### config.mk
export PLATFORM = sky130hd
export DESIGN_NAME = bus_sequencer
export DESIGN_NICKNAME = d
export VERILOG_FILES = /design/src/rtl/cpu_pkg.sv /design/src/rtl/inst_predecode.sv /design/src/rtl/bus_sequencer.sv
export SDC_FILE = /design/constraint.sdc
export NUM_CORES = 1
export LEC_CHECK = 0
export BUFFER_PORTS_ARGS = -buffer_cell sky130_fd_sc_hd__buf_2
export CORE_ASPECT_RATIO = 0.8
export CORE_UTILIZATION = 25
export DETAILED_ROUTE_END_ITERATION = 10
export PLACE_DENSITY = 0.51
export SLEW_MARGIN = 30
export SYNTH_ARGS = -nofsm -noshare
export SYNTH_HDL_FRONTEND = slang
export SYNTH_HIERARCHICAL = 1
export SYNTH_SLANG_ARGS = --single-unit
### constraint.sdc
create_clock -name clock -period 2.2 [get_ports clock]
set_input_delay 0.11 -clock clock [delete_from_list [all_inputs] [get_ports clock]]
set_output_delay 0.11 -clock clock [all_outputs]
set_load 0.02 [all_outputs]
### src/rtl/cpu_pkg.sv
// Shared encodings for the 4-bit CPU: subcycle names, instruction fields and
// the data-bus driver select.
package cpu_pkg;

    typedef enum logic [2:0] {
        A1 = 3'd0,
        A2 = 3'd1,
        A3 = 3'd2,
        M1 = 3'd3,
        M2 = 3'd4,
        X1 = 3'd5,
        X2 = 3'd6,
        X3 = 3'd7
    } subcycle_t;

    localparam logic [3:0] OPR_JCN     = 4'h1;
    localparam logic [3:0] OPR_FIM_SRC = 4'h2;
    localparam logic [3:0] OPR_JUN     = 4'h4;
    localparam logic [3:0] OPR_JMS     = 4'h5;
    localparam logic [3:0] OPR_ISZ     = 4'h7;
    localparam logic [3:0] OPR_IO      = 4'hE;

    typedef enum logic [1:0] {
        BUS_NONE = 2'd0,
        BUS_PC   = 2'd1,
        BUS_REG  = 2'd2,
        BUS_ACC  = 2'd3
    } bus_sel_t;

endpackage

### src/rtl/inst_predecode.sv
// Combinational classification of a fetched {OPR,OPA} word into the classes
// that affect bus timing: two-word, SRC, I/O group and I/O write.
module inst_predecode
    import cpu_pkg::*;
(
    input  logic [3:0] i_opr,
    input  logic [3:0] i_opa,
    output logic       o_is_two_word,
    output logic       o_is_src,
    output logic       o_is_io,
    output logic       o_is_io_write
);

    always_comb begin
        o_is_two_word = 1'b0;
        o_is_src      = (i_opr == OPR_FIM_SRC) && i_opa[0];
        o_is_io       = (i_opr == OPR_IO);
        // WRM..WR3 occupy OPA 0-7 of the I/O group
        o_is_io_write = (i_opr == OPR_IO) && !i_opa[3];
        case (i_opr)
            OPR_JCN, OPR_JUN, OPR_JMS, OPR_ISZ: o_is_two_word = 1'b1;
            OPR_FIM_SRC:                         o_is_two_word = !i_opa[0];
            default:                             o_is_two_word = 1'b0;
        endcase
    end

endmodule

### src/rtl/bus_sequencer.sv
// Instruction-cycle sequencer: owns the A1..X3 subcycle timing, latches the
// fetched OPR/OPA nibbles, tracks two-word instructions and decodes bus drive.
module bus_sequencer
    import cpu_pkg::*;
#(
    parameter int NUM_RAM_BANKS = 4
) (
    input  logic                     clock,
    input  logic                     reset,
    input  logic [3:0]               data_in,
    input  logic [NUM_RAM_BANKS-1:0] ram_bank_sel,
    output logic [2:0]               cycle,
    output logic                     sync,
    output logic [3:0]               inst_opr,
    output logic [3:0]               inst_opa,
    output logic                     second_word,
    output logic                     pc_advance,
    output logic                     bus_oe,
    output logic [1:0]               bus_sel,
    output logic                     rom_cmd,
    output logic [NUM_RAM_BANKS-1:0] ram_cmd
);

    subcycle_t r_cycle;
    subcycle_t w_cycle_next;
    logic [3:0] r_opr;
    logic [3:0] r_opa;
    logic       r_second;

    logic     w_two_word;
    logic     w_is_src;
    logic     w_is_io;
    logic     w_is_io_write;
    logic     w_src_act;
    logic     w_io_act;
    logic     w_io_wr_act;
    logic     w_drive;
    bus_sel_t w_sel;
    logic     w_cmd_win;

    inst_predecode u_predecode (
        .i_opr         (r_opr),
        .i_opa         (r_opa),
        .o_is_two_word (w_two_word),
        .o_is_src      (w_is_src),
        .o_is_io       (w_is_io),
        .o_is_io_write (w_is_io_write)
    );

    // Word 2 carries address/data bits only, so its decode is masked.
    assign w_src_act   = w_is_src && !r_second;
    assign w_io_act    = w_is_io && !r_second;
    assign w_io_wr_act = w_is_io_write && !r_second;

    always_comb begin
        w_cycle_next = subcycle_t'(r_cycle + 3'd1);
    end

    always_ff @(posedge clock) begin
        if (reset) begin
            r_cycle  <= A1;
            r_opr    <= '0;
            r_opa    <= '0;
            r_second <= 1'b0;
        end else begin
            r_cycle <= w_cycle_next;
            if (r_cycle == M1) r_opr <= data_in;
            if (r_cycle == M2) r_opa <= data_in;
            if (r_cycle == X3) r_second <= r_second ? 1'b0 : w_two_word;
        end
    end

    always_comb begin
        w_drive   = 1'b0;
        w_sel     = BUS_NONE;
        w_cmd_win = 1'b0;
        case (r_cycle)
            A1, A2: begin
                w_drive = 1'b1;
                w_sel   = BUS_PC;
            end
            A3: begin
                w_drive   = 1'b1;
                w_sel     = BUS_PC;
                w_cmd_win = 1'b1;
            end
            M2: w_cmd_win = w_io_act;
            X2: begin
                if (w_src_act) begin
                    w_drive   = 1'b1;
                    w_sel     = BUS_REG;
                    w_cmd_win = 1'b1;
                end else if (w_io_wr_act) begin
                    w_drive = 1'b1;
                    w_sel   = BUS_ACC;
                end
            end
            X3: begin
                if (w_src_act) begin
                    w_drive = 1'b1;
                    w_sel   = BUS_REG;
                end
            end
            default: ;
        endcase
        // Keep the pins quiet while reset is held, whatever the counter says.
        if (reset) begin
            w_drive   = 1'b0;
            w_sel     = BUS_NONE;
            w_cmd_win = 1'b0;
        end
    end

    assign cycle       = r_cycle;
    assign sync        = (r_cycle == X3);
    assign pc_advance  = (r_cycle == X3);
    assign inst_opr    = r_opr;
    assign inst_opa    = r_opa;
    assign second_word = r_second;
    assign bus_oe      = w_drive;
    assign bus_sel     = w_sel;
    assign rom_cmd     = !w_cmd_win;
    assign ram_cmd     = w_cmd_win ? ~ram_bank_sel : {NUM_RAM_BANKS{1'b1}};

endmodule
Yosys cells after proc, flatten, opt, wreduce, memory -nomap -nowiden --
Cells that the tools add are included.
Word-level totals: register bits 12, input port bits 10, output and inout port bits 22, logic and storage cells 45
Operators by class: add/sub/neg operators 1, equal/unequal tests 12, multiplexer cells 15, bitwise logic cells 1, reductions and logical operators 12
Operators with widths (count):
- $eq A4 B3 Y1 const B | 3
- $eq A3 B3 Y1 const B | 3
- $mux W2 | 4
- $eq A3 B2 Y1 const B | 2
- $mux W1 | 6
- $pmux W1 S3 | 2
- $pmux W2 S3 | 1
- $logic_and A1 B1 Y1 | 5
- $eq A4 B1 Y1 const B | 1
- $eq A4 B2 Y1 const B | 1
- $eq A4 B4 Y1 const B | 1
- $logic_not A1 Y1 | 4
- $mux W4 | 1
- $not A4 Y4 | 1
- $reduce_or A4 Y1 | 1
- $add A3 B1 Y3 const B | 1
- $eq A3 B1 Y1 const B | 1
- $logic_not A3 Y1 | 1
- $reduce_or A3 Y1 | 1
- $pmux W1 S2 | 1

Longest topological paths before layout --
depth after elaboration 7, mapped depth 6, gate-level depth less buffers 6

Modules after synthesis --
The synthesis kept the hierarchy.
By module, submodules not included:
- bus_sequencer | instances 1, cells an instance 70, area an instance 590.6 um^2, sequential area each 240.2 um^2
- inst_predecode | instances 1, cells an instance 9, area an instance 55.1 um^2, sequential area each 0.0 um^2

Worst setup path before layout --
No wires, ideal clock.
path kind register to output, start register r_opr[1], in the netlist inst_opr[1], end output bus_oe, data arrival time 1.705 ns, required time 2.090 ns, path slack 0.385 ns, cell stages (with the launch flop) 5, path buffers 0, cell sequence dfxtp_1 nor2b_1 nor4bb_1 o21ai_0 o21ai_0
On the way: elaborated cells between the ends (all ways) 11, those cells by class eq/ne: 2; mux: 5; reduce/logical: 4
RTL lines:
- from (decl) | line bus_sequencer.sv:26 | logic [3:0] r_opr;
- from (signal assigned) | line bus_sequencer.sv:67 | if (r_cycle == M1) r_opr <= data_in;
- $eq A4 B2 Y1 (*) | line inst_predecode.sv:16 | o_is_src = (i_opr == OPR_FIM_SRC) && i_opa[0];
- $logic_and A1 B1 Y1 (*) | line inst_predecode.sv:16
- net w_is_src | line bus_sequencer.sv:31 | logic w_is_src;
- $logic_and A1 B1 Y1 (*) | line bus_sequencer.sv:51 | assign w_src_act = w_is_src && !r_second;
- $mux W1, on equally long branches | line bus_sequencer.sv:99, bus_sequencer.sv:89
- $pmux W1 S3 (*) | line bus_sequencer.sv:77 | case (r_cycle)
- $mux W1 (*) | line bus_sequencer.sv:107 | if (reset) begin
- to (decl) | line bus_sequencer.sv:18 | output logic bus_oe,
The timed path passes the listed nets; every way through them passes the cells marked *.

Worst setup path after layout --
start register r_opr[1], in the netlist inst_opr[1], end output ram_cmd[1]
On the way: cells in the longest elaborated chain, start to end 7, elaborated cells between the ends (all ways) 9, those cells by class eq/ne: 2; mux: 4; reduce/logical: 3
Ends and longest elaborated chain:
- $eq A4 B2 Y1 | line inst_predecode.sv:16
- $logic_and A1 B1 Y1 | line inst_predecode.sv:16
- net w_is_src | line bus_sequencer.sv:31
- $logic_and A1 B1 Y1 | line bus_sequencer.sv:51
- $mux W1 | line bus_sequencer.sv:89 | if (w_src_act) begin
- $pmux W1 S3 | line bus_sequencer.sv:77
- $mux W1 | line bus_sequencer.sv:107
- $mux W4 | line bus_sequencer.sv:123 | assign ram_cmd = w_cmd_win ? ~ram_bank_sel : {NUM_RAM_BANKS{1'b1}};
- to (decl) | line bus_sequencer.sv:21 | output logic [NUM_RAM_BANKS-1:0] ram_cmd
The timed path passes the listed nets, and every way through them passes these cells.

==> results_tabular.tex <==
\begin{tabular}{lr}
\hline
Metric & Value \\
\hline
\multicolumn{2}{l}{\textbf{Layout}} \\
\quad Area occupied by multi-input gates & 373 um2 \\
\quad Syn-to-layout area delta & 32.4\% \\
\quad Share of the core filled with cells in the final layout & 35.0\% \\
\quad Reg area & 240 um2 \\
\quad Layout cells sized above 1 & 33.9\% \\
\quad Final Net Count & 127 \\
\quad Antenna diode count & 0 \\
\quad \# fillers & 281 \\
\multicolumn{2}{l}{\textbf{Synthesis}} \\
\quad Sequential share of the synthesized area & 37.2\% \\
\quad Netlist cell types & 23 \\
\quad Post-synth top area share & 37.2\% \\
\quad Cells after synthesis & 79 \\
\quad Synth Warn \# & 6 \\
\quad Flop and latch count out of synthesis & 12 \\
\quad Most instantiated cells after synthesis & sky130\_fd\_sc\_hd\_\_dfxtp\_1 (12), sky130\_fd\_sc\_hd\_\_nand2\_1 (12), sky130\_fd\_sc\_hd\_\_nor2\_1 (10), sky130\_fd\_sc\_hd\_\_ha\_1 (6), sky130\_fd\_sc\_hd\_\_inv\_1 (5) \\
\quad Most area-consuming cells after synthesis & sky130\_fd\_sc\_hd\_\_dfxtp\_1 (37\%), sky130\_fd\_sc\_hd\_\_ha\_1 (12\%), sky130\_fd\_sc\_hd\_\_nand2\_1 (7.0\%) \\
\quad Netlist area before placement & 646 um2 \\
\quad Leading register cell type out of synthesis & sky130\_fd\_sc\_hd\_\_dfxtp\_1 \\
\quad Share of flip-flops with an asynchronous set or reset after synthesis & 0\% \\
\quad Count of flip-flops with a built-in enable after synthesis & 0 \\
\quad Post-Synthesis Net Count & 95 \\
\quad Mean cell area of the mapped netlist & 8.17 um2 \\
\quad Largest area contributor in the synthesized netlist & sky130\_fd\_sc\_hd\_\_dfxtp\_1 \\
\multicolumn{2}{l}{\textbf{STA}} \\
\quad Clock skew after layout & 8.22 ps \\
\quad Setup Total Neg Slack & 0 ps \\
\quad Final-report hold violation count & 0 \\
\quad Min cycle time layout & 1960 ps \\
\quad Unrepaired setup endpoints after global routing & no \\
\quad Pins Over Slew Limit & 0 \\
\quad Actual transition at the worst max-transition pin & 388 ps \\
\quad Worst max-slew margin expressed relative to the limit & 73.7\% \\
\quad Upper clock frequency limit & 511 MHz \\
\quad Final period utilization & 88.9\% \\
\quad Worst Setup Slack, final & 245 ps \\
\quad Worst hold margin & 90.6 ps \\
\quad Final setup fails & 0 \\
\multicolumn{2}{l}{\textbf{Placement}} \\
\quad Detailed Place HPWL & 1190 um \\
\quad Number of input and output port buffers inserted & 31 \\
\quad Post-placement setup slack & 451 ps \\
\quad Final weighted congestion in routability-driven placement & 0.700 \\
\multicolumn{2}{l}{\textbf{Detailed routing}} \\
\quad Number of detailed-routing iterations run before antenna repair & 4 \\
\quad Count of vias placed by the detailed router & 647 \\
\quad Initial detailed-routing violation count & 14 \\
\quad Number of nets with antenna violations after detailed routing & 0 \\
\quad Wirelength, routed & 1570 um \\
\quad Routed wire per std cell & 10.8 um \\
\quad Via density per instance & 4.46 \\
\quad Remaining DRCs & 0 \\
\multicolumn{2}{l}{\textbf{Floorplan}} \\
\quad Core box area & 2440 um2 \\
\quad Vertical die dimension & 47.5 um \\
\quad DIE WIDTH & 58.8 um \\
\quad Row count & 16 \\
\quad Die area & 2790 um2 \\
\quad Initial Utilization & 26.4\% \\
\quad Number of top-level pins & 32 \\
\multicolumn{2}{l}{\textbf{Global routing}} \\
\quad Number of global-route vias before repair & 473 \\
\quad Largest net degree at the start of global routing & 15 \\
\quad Initial antenna violation count & 0 \\
\quad GR Overflow Total & 0 \\
\quad Global-route wire length before repair & 2180 um \\
\quad Combined global-route utilization of all metal layers & 11.1\% \\
\multicolumn{2}{l}{\textbf{Critical path}} \\
\quad R2r setup slk & 680 ps \\
\quad Worst setup SP type & register \\
\quad Crit Path Class & register to output pin \\
\quad Arr. time, crit path & 1850 ps \\
\quad CP Data Required Time & 2090 ps \\
\quad First element of the critical path & inst\_opr[1] \\
\quad Largest fanout of any net on the critical path & 5 \\
\quad Start of the worst register-to-register path & inst\_opr[1] \\
\quad Sort of element at the end of the critical path & output pin \\
\multicolumn{2}{l}{\textbf{Clocking}} \\
\quad Total of hold buffers inserted after clock tree synthesis & 0 \\
\quad Worst skew pair latency & 270 ps \\
\quad CTS Buf Count & 3 \\
\quad Sink count of the clock tree & 12 \\
\quad Max Buffers Root-to-Sink & 2 \\
\quad Buffer type at the clock tree root & sky130\_fd\_sc\_hd\_\_clkbuf\_4 \\
\quad Clock tree from TritonCTS & yes \\
\quad Clock-pin slew of the registers on the worst-case setup and hold paths & 70 ps \\
\quad H-Tree Level Count & 1 \\
\multicolumn{2}{l}{\textbf{Power}} \\
\quad Power Dens Cells & 542 nW/um2 \\
\quad Static leakage & 0.385 nW \\
\quad Worst voltage drop across the vdd grid & 228 uV \\
\multicolumn{2}{l}{\textbf{Run status}} \\
\quad Run status & finished, final reports clean \\
\multicolumn{2}{l}{\textbf{Job}} \\
\quad Max-capacitance violation count & 0 \\
\multicolumn{2}{l}{\textbf{Hold path}} \\
\quad Type of the most critical hold path & input port to register \\
\quad Beginning of the worst hold path & data\_in[0] \\
\hline
\end{tabular}
## per-layer routing
layer	track usage, %	routed length [um]
met5	0	0
met4	2.86	7
met3	4.86	100
met2	18.9	737
met1	13.1	724
## layout make-up
cell class,count,share of cell area [%]
well taps,36,5.27
flip-flops and latches,12,28.1
multi-input cells,58,43.6
inverters,5,2.20
clock buffers,3,2.64
repair buffers,31,18.2
## registers in the layout (all words and copies together) (netlist names)
name         flops
second_word      1
inst_opr         4
inst_opa         4
cycle            3
## metrics by stage
stage          cell area (um2)  total power, mW  cells
2_1_floorplan              646            0.302     79
3_3_place_gp               826            0.336    142
3_5_place_dp               826            0.337    142
4_1_cts                    848            0.471    145
5_1_grt                    855            0.490    145
6_report                   855            0.463    145
## placed cells by master, fill, tap and decap left out, drive strengths merged
cell and count:
a22oi 1, nand2 12, a22o 1, clkbuf 3, a31oi 1, nand3b 1, nor4bb 1, dfxtp 12
a32o 1, o21ai 4, buf 31, mux2i 4, inv 5, or4 1, a21oi 4, nand3 4
ha 6, nor2b 4, mux2 1, nor2 10, and3 1, o31ai 1
## where the power goes
group	leakage [nW]	internal [mW]	switching, mW	total, mW
registers	0.0975	0.226	0.0123	0.238
clock network	0.0138	0.0633	0.0677	0.131
logic	0.273	0.0357	0.0578	0.0935
total	0.385	0.325	0.138	0.463
## worst max-delay path: stages, from the launching register on
cell	delay [ps]
sky130_fd_sc_hd__dfxtp_1	370
sky130_fd_sc_hd__nor2b_1	160
sky130_fd_sc_hd__nor4bb_2	430
sky130_fd_sc_hd__a22o_1	190
sky130_fd_sc_hd__a32o_2	210
sky130_fd_sc_hd__nand2_1	60
sky130_fd_sc_hd__buf_2	150
## cell families after synthesis
group,share of synthesized area (%)
adders and majority gates,11.6
and+or+nand+nor,24.6
DFF,37.2
AOI/OAI and AO/OA,12.6
buffers and inverters,6.01
muxes,7.95
## final timing paths
check,depth (start not counted),to
max,6,ram_cmd[1]
min,3,inst_opr[0]
max reg2reg,6,second_word
min reg2reg,2,inst_opa[1]
## what timing repair did
item,CTS,global route
resized for setup,0,1
hold endpoints to repair,0,0
setup endpoints to repair,0,2
setup buffers,0,0
(Power assumes the default switching activity.)
